File: src/rtl/ctrl_pkg.sv
// Shared control encodings: FSM states, opcodes and ALU operation classes.
// Also used by the ALU control decoder and the datapath.
package ctrl_pkg;

   typedef enum logic [2:0] {
      S_FETCH      = 3'd0,
      S_DECODE     = 3'd1,
      S_EXECUTE    = 3'd2,
      S_MEM_ACCESS = 3'd3,
      S_WRITEBACK  = 3'd4,
      S_BRANCH     = 3'd5,
      S_JUMP       = 3'd6
   } state_t;

   localparam logic [3:0] OP_RTYPE = 4'b0000;
   localparam logic [3:0] OP_LW    = 4'b0001;
   localparam logic [3:0] OP_SW    = 4'b0010;
   localparam logic [3:0] OP_BEQ   = 4'b0011;
   localparam logic [3:0] OP_ADDI  = 4'b0100;
   localparam logic [3:0] OP_JMP   = 4'b0101;

   localparam logic [1:0] ALU_ADD  = 2'b00;
   localparam logic [1:0] ALU_SUB  = 2'b01;
   localparam logic [1:0] ALU_FUNC = 2'b10;
   localparam logic [1:0] ALU_ADDI = 2'b11;

   // Opcodes 0110..1111 have no defined instruction.
   function automatic logic is_legal_op(input logic [3:0] op);
      return (op <= OP_JMP);
   endfunction

endpackage

File: src/rtl/main_control_fsm.sv
// Multi-cycle processor main control FSM. Outputs are decoded from the state
// register and the opcode latched in DECODE; mem_ready gates FETCH/MEM_ACCESS,
// zero drives the branch PC write, and reset forces every strobe low at once.
module main_control_fsm
   import ctrl_pkg::*;
#(
   parameter int COUNT_W = 16
)
(
   input  logic               clk,
   input  logic               reset,
   input  logic [3:0]         opcode,
   input  logic               mem_ready,
   input  logic               zero,
   output logic               mem_read,
   output logic               mem_write,
   output logic               ir_write,
   output logic               pc_write,
   output logic               reg_write,
   output logic               alu_src,
   output logic               jump_sel,
   output logic [1:0]         alu_op,
   output logic [2:0]         state,
   output logic               illegal_op,
   output logic [COUNT_W-1:0] retired
);

   state_t             r_state;
   logic [3:0]         r_opcode;
   logic [COUNT_W-1:0] r_retired;
   logic               w_retire;

   // Cycles on which an instruction completes; SW completes out of MEM_ACCESS,
   // LW completes later in WRITEBACK.
   always_comb begin
      w_retire = 1'b0;
      case (r_state)
         S_WRITEBACK, S_BRANCH, S_JUMP: w_retire = 1'b1;
         S_MEM_ACCESS:                  w_retire = mem_ready && (r_opcode == OP_SW);
         default:                       w_retire = 1'b0;
      endcase
   end

   // State transitions, opcode latch and retired-instruction counter.
   always_ff @(posedge clk or posedge reset) begin
      if (reset) begin
         r_state   <= S_FETCH;
         r_opcode  <= OP_RTYPE;
         r_retired <= '0;
      end else begin
         case (r_state)
            S_FETCH: begin
               if (mem_ready) r_state <= S_DECODE;
            end
            S_DECODE: begin
               r_opcode <= opcode;
               case (opcode)
                  OP_RTYPE, OP_LW, OP_SW, OP_ADDI: r_state <= S_EXECUTE;
                  OP_BEQ:                          r_state <= S_BRANCH;
                  OP_JMP:                          r_state <= S_JUMP;
                  default:                         r_state <= S_FETCH;
               endcase
            end
            S_EXECUTE: begin
               if ((r_opcode == OP_LW) || (r_opcode == OP_SW)) r_state <= S_MEM_ACCESS;
               else                                            r_state <= S_WRITEBACK;
            end
            S_MEM_ACCESS: begin
               if (mem_ready) r_state <= (r_opcode == OP_LW) ? S_WRITEBACK : S_FETCH;
            end
            S_WRITEBACK, S_BRANCH, S_JUMP: r_state <= S_FETCH;
            default:                       r_state <= S_FETCH;
         endcase
         if (w_retire) r_retired <= r_retired + COUNT_W'(1);
      end
   end

   // Control strobe decode; everything not named for the state stays low.
   always_comb begin
      mem_read   = 1'b0;
      mem_write  = 1'b0;
      ir_write   = 1'b0;
      pc_write   = 1'b0;
      reg_write  = 1'b0;
      alu_src    = 1'b0;
      jump_sel   = 1'b0;
      illegal_op = 1'b0;
      alu_op     = ALU_ADD;
      if (!reset) begin
         case (r_state)
            S_FETCH: begin
               mem_read = 1'b1;
               ir_write = mem_ready;
               pc_write = mem_ready;
            end
            S_DECODE: begin
               illegal_op = !is_legal_op(opcode);
            end
            S_EXECUTE: begin
               if (r_opcode == OP_RTYPE) begin
                  alu_op = ALU_FUNC;
               end else if (r_opcode == OP_ADDI) begin
                  alu_op  = ALU_ADDI;
                  alu_src = 1'b1;
               end else begin
                  alu_op  = ALU_ADD;
                  alu_src = 1'b1;
               end
            end
            S_MEM_ACCESS: begin
               mem_read  = (r_opcode == OP_LW);
               mem_write = (r_opcode == OP_SW);
            end
            S_WRITEBACK: begin
               reg_write = 1'b1;
            end
            S_BRANCH: begin
               alu_op   = ALU_SUB;
               pc_write = zero;
            end
            S_JUMP: begin
               pc_write = 1'b1;
               jump_sel = 1'b1;
            end
            default: begin
            end
         endcase
      end
   end

   assign state   = r_state;
   assign retired = r_retired;

endmodule
File: config.mk
export PLATFORM = sky130hd
export DESIGN_NAME = main_control_fsm
export DESIGN_NICKNAME = d
export VERILOG_FILES = /design/src/rtl/ctrl_pkg.sv /design/src/rtl/main_control_fsm.sv
export SDC_FILE = /design/constraint.sdc
export NUM_CORES = 1
export LEC_CHECK = 0
export ABC_AREA = 1
export CAP_MARGIN = 20
export CORE_ASPECT_RATIO = 2
export CORE_MARGIN = 5
export CORE_UTILIZATION = 47
export CTS_BUF_LIST = sky130_fd_sc_hd__clkbuf_16
export DETAILED_ROUTE_END_ITERATION = 16
export PLACE_DENSITY_LB_ADDON = 0.3
export SLEW_MARGIN = 20
export SYNTH_ARGS = -nofsm -noshare
export SYNTH_HDL_FRONTEND = slang
export SYNTH_SLANG_ARGS = --single-unit
File: constraint.sdc
create_clock -name clk -period 3.9 [get_ports clk]
set_input_delay 0.78 -clock clk [delete_from_list [all_inputs] [get_ports clk]]
set_output_delay 0.78 -clock clk [all_outputs]
set_load 0.05 [all_outputs]
==> metrics list <==
* Outcome: complete, no violations
* Static leakage: 0.000946 uW
- Number of nets still failing antenna checks after routing: 0
- Fraction of layout instances using a drive strength above 1: 5.34%
- Counting instances, the worst hold path has a depth of 2.
- Num CTS Buffers: 3
- Setup repair after global routing missed its margin: false
- Input and output buffers added on the ports amount to 36.
- Number of gates given a new drive strength after cts: 0
- The detailed router finished its first iteration with 54 violations.
- Width of the die: 50.1 um
* Hold-fix buffers, CTS: 0
- The worst register-to-register path begins at state[0]$_DFFE_PP0P_.
- After floorplanning, the core was sized to cover 0.00312 mm2.
- Final number of hold-violating endpoints: 0
- Summing every instance area after synthesis gives 0.00151 mm2.
* Vertical die dimension: 90.1 um
- The library cell used most frequently in the layout, excluding fill and tap cells, is sky130_fd_sc_hd__nand2_1.
- Initial antenna violation count: 0
- Number of nets in the finished design: 272
- Worst ir drop on vdd: 0.496 mV
- In the synthesized netlist, the number of instances is 225.
* Fill cells: 288
* # DRC: 0
* Summed negative setup slack over all endpoints: 0 ps
- The design draws 1150 uW.
- In this run the worst path has a maximum fanout of 9.
- At the end of routability-driven placement, the weighted congestion stood at 0.838.
- The via count of the first global-routing pass came to 1,592.
- Clock Tree Root: sky130_fd_sc_hd__clkbuf_16
- Counting every net in the synthesized netlist gives 234.
- Number of H-tree branching levels: 1
* Data arrival time of the critical path: 2470 ps
- Power spread over the standard cell area amounts to 577 mW/mm2.
- Number of max-cap violations: 0
- Post-route minimum period: 3250 ps
- The min-delay analysis places its worst path in the category reg -> reg.
* Vias per cell: 5.35
* Setup Fix Bufs, Post-CTS: 0
* I/O pin count: 37
- The number of cells on the worst reg-to-reg path is 5.
* Register-to-register path setup slack: 2150 ps
* Fin Clk Skew: 3.29 ps
- Number of placement rows: 29
- TritonCTS built the clock tree.
* Clock latency at the later pin of the worst-skew pair: 260 ps
- Final setup violation count: 0
* Area Overhead vs Synth: 32.1%
* Total wirelength of the detailed-routed design: 3990 um
* Relative slew slack: 50.9%
* Clock transition at the registers of the reported paths: 60 ps
* Total global routing track utilization: 19.2%
- Measured on the finished design, the core utilization comes to 63.8%.
- Once the floorplan was initialized, standard cells occupied 48.3% of the core.
* Total half-perimeter wirelength after legalization and detailed placement: 3110 um
* Most frequent cells in the layout: sky130_fd_sc_hd__nand2_1, sky130_fd_sc_hd__clkdlybuf4s50_1, sky130_fd_sc_hd__nor2_1
* Die Outline Area: 0.00451 mm2
* Number of buffers on the longest clock path: 2
* Vias post-DR: 1,567
* Peak Freq: 307 MHz
- GRT overflow: 0
- Sequential share of the synthesized area: 38.2%
- The repair_antennas step left the layout with diodes totalling 0.
- Number of optimization iterations in the first detailed-route pass: 4
- Fin. max-slew vios: 0
* Worst Max-Slew Pin Slew: 736 ps
* HP Start: r_opcode[2]$_DFFE_PP0P_
- Tightest hold margin: 571 ps
- Endpoint kind of the worst setup timing path: output port
- Clock tree synthesis found a total of 23 sinks.
- Entering global routing, the biggest net connects 19 pins.
- Required time of the critical path: 3120 ps
- Average wire length per cell after detail routing: 13.6 um
- Post-synth cell types: 24
- The worst setup path is launched from an input pin.
* Yosys warnings: 0
- The setup path with the least slack is of type in -> out.
- Hold endpoint: r_opcode[2]$_DFFE_PP0P_
- Post-route fraction of the period consumed by the critical path: 83.5%
* Global-route wire length before repair: 7010 um
- In this run the critical register-to-register path is captured at retired[12]$_DFFE_PP0P_.
- Average footprint of a synthesized cell: 6.70 um2
* Synthesized flop and latch total: 23
power by group:
| group | internal, uW | switching, uW | total [uW] | leakage [uW] |
|---|---|---|---|---|
| logic | 170 | 400 | 570 | 0.000597 |
| registers | 291 | 62.5 | 354 | 0.000308 |
| clock network | 138 | 86.5 | 225 | 0.0000409 |
kinds of logic (layout without fill, tap and decap cells):
group	Yosys count	in the layout	synth area share, %
adders and majority gates	1	1	0.830
AOI/OAI and AO/OA	21	21	7.47
and+or+nand+nor	144	144	41.5
DFF	23	23	38.2
xor gates and xnor gates	7	7	4.07
buffers and inverters	29	66	7.97
registers in the layout, indices dropped and copies added, names as in the netlist:
register,cells
r_opcode,4
state,3
retired,16
cell usage after synthesis (all sizes together):
master | n | area share (%)
nand2 | 80 | 20
nor2 | 31 | 7.9
inv | 24 | 6.0
nand3 | 24 | 8.8
dfrtp | 23 | 38
o21ai | 16 | 5.6
buf | 4 | 1.7
nand4 | 4 | 1.7
xor2 | 4 | 2.3
nor3 | 3 | 1.7
xnor2 | 3 | 1.7
a21oi | 2 | 0.66
a31oi | 2 | 0.83
nand3b | 2 | 1.0
clkbuf | 1 | 0.25
ha | 1 | 0.83
o22ai | 1 | 0.42
worst max-delay path, cell delays in order:
cell and delay, ps:
sky130_fd_sc_hd__clkdlybuf4s50_1 570, sky130_fd_sc_hd__nor2_1 160, sky130_fd_sc_hd__inv_1 60, sky130_fd_sc_hd__nor2_1 90, sky130_fd_sc_hd__clkdlybuf4s50_1 810
per-layer routing:
metal  GRT usage, %  vias to the layer above  part of all wire [%]
met2           37.1                       41                    58
met4           7.66                        0                   2.3
met1           18.4                      730                    36
li1               -                      787                     -
met3           3.48                        9                   4.1
met5              0                        -                     0
metrics by stage:
| step | instances | setup slack [ps] | area [um2] |
|---|---|---|---|
| after floorplan | 225 | 685 | 1510 |
| after global placement | 289 | 665 | 1910 |
| after detailed placement | 289 | 660 | 1910 |
| after CTS | 293 | 627 | 1990 |
| after global routing | 293 | 533 | 1990 |
| final | 293 | 645 | 1990 |
how the worst max path moves through the flow:
| stage | from | to | slack [ps] |
|---|---|---|---|
| after floorplan | reset | alu_src | 680 |
| after CTS | state[2]$_DFFE_PP0P_ | alu_op[1] | 630 |
| after detailed placement | reset | reg_write | 660 |
| after global placement | reset | reg_write | 660 |
| after global routing | state[2]$_DFFE_PP0P_ | alu_op[1] | 530 |
| final | reset | reg_write | 650 |
final cells by class:
type	count	area [um2]	area share, %
Clock buffer	3	75.1	3.77
Clock inverter	1	5.00	0.251
Inverter	24	90.1	4.52
Multi-Input combinational cell	173	812	40.8
Sequential cell	23	576	28.9
Tap cell	31	38.8	1.95
Timing Repair Buffer	38	395	19.8
(Power assumes the default switching activity.)
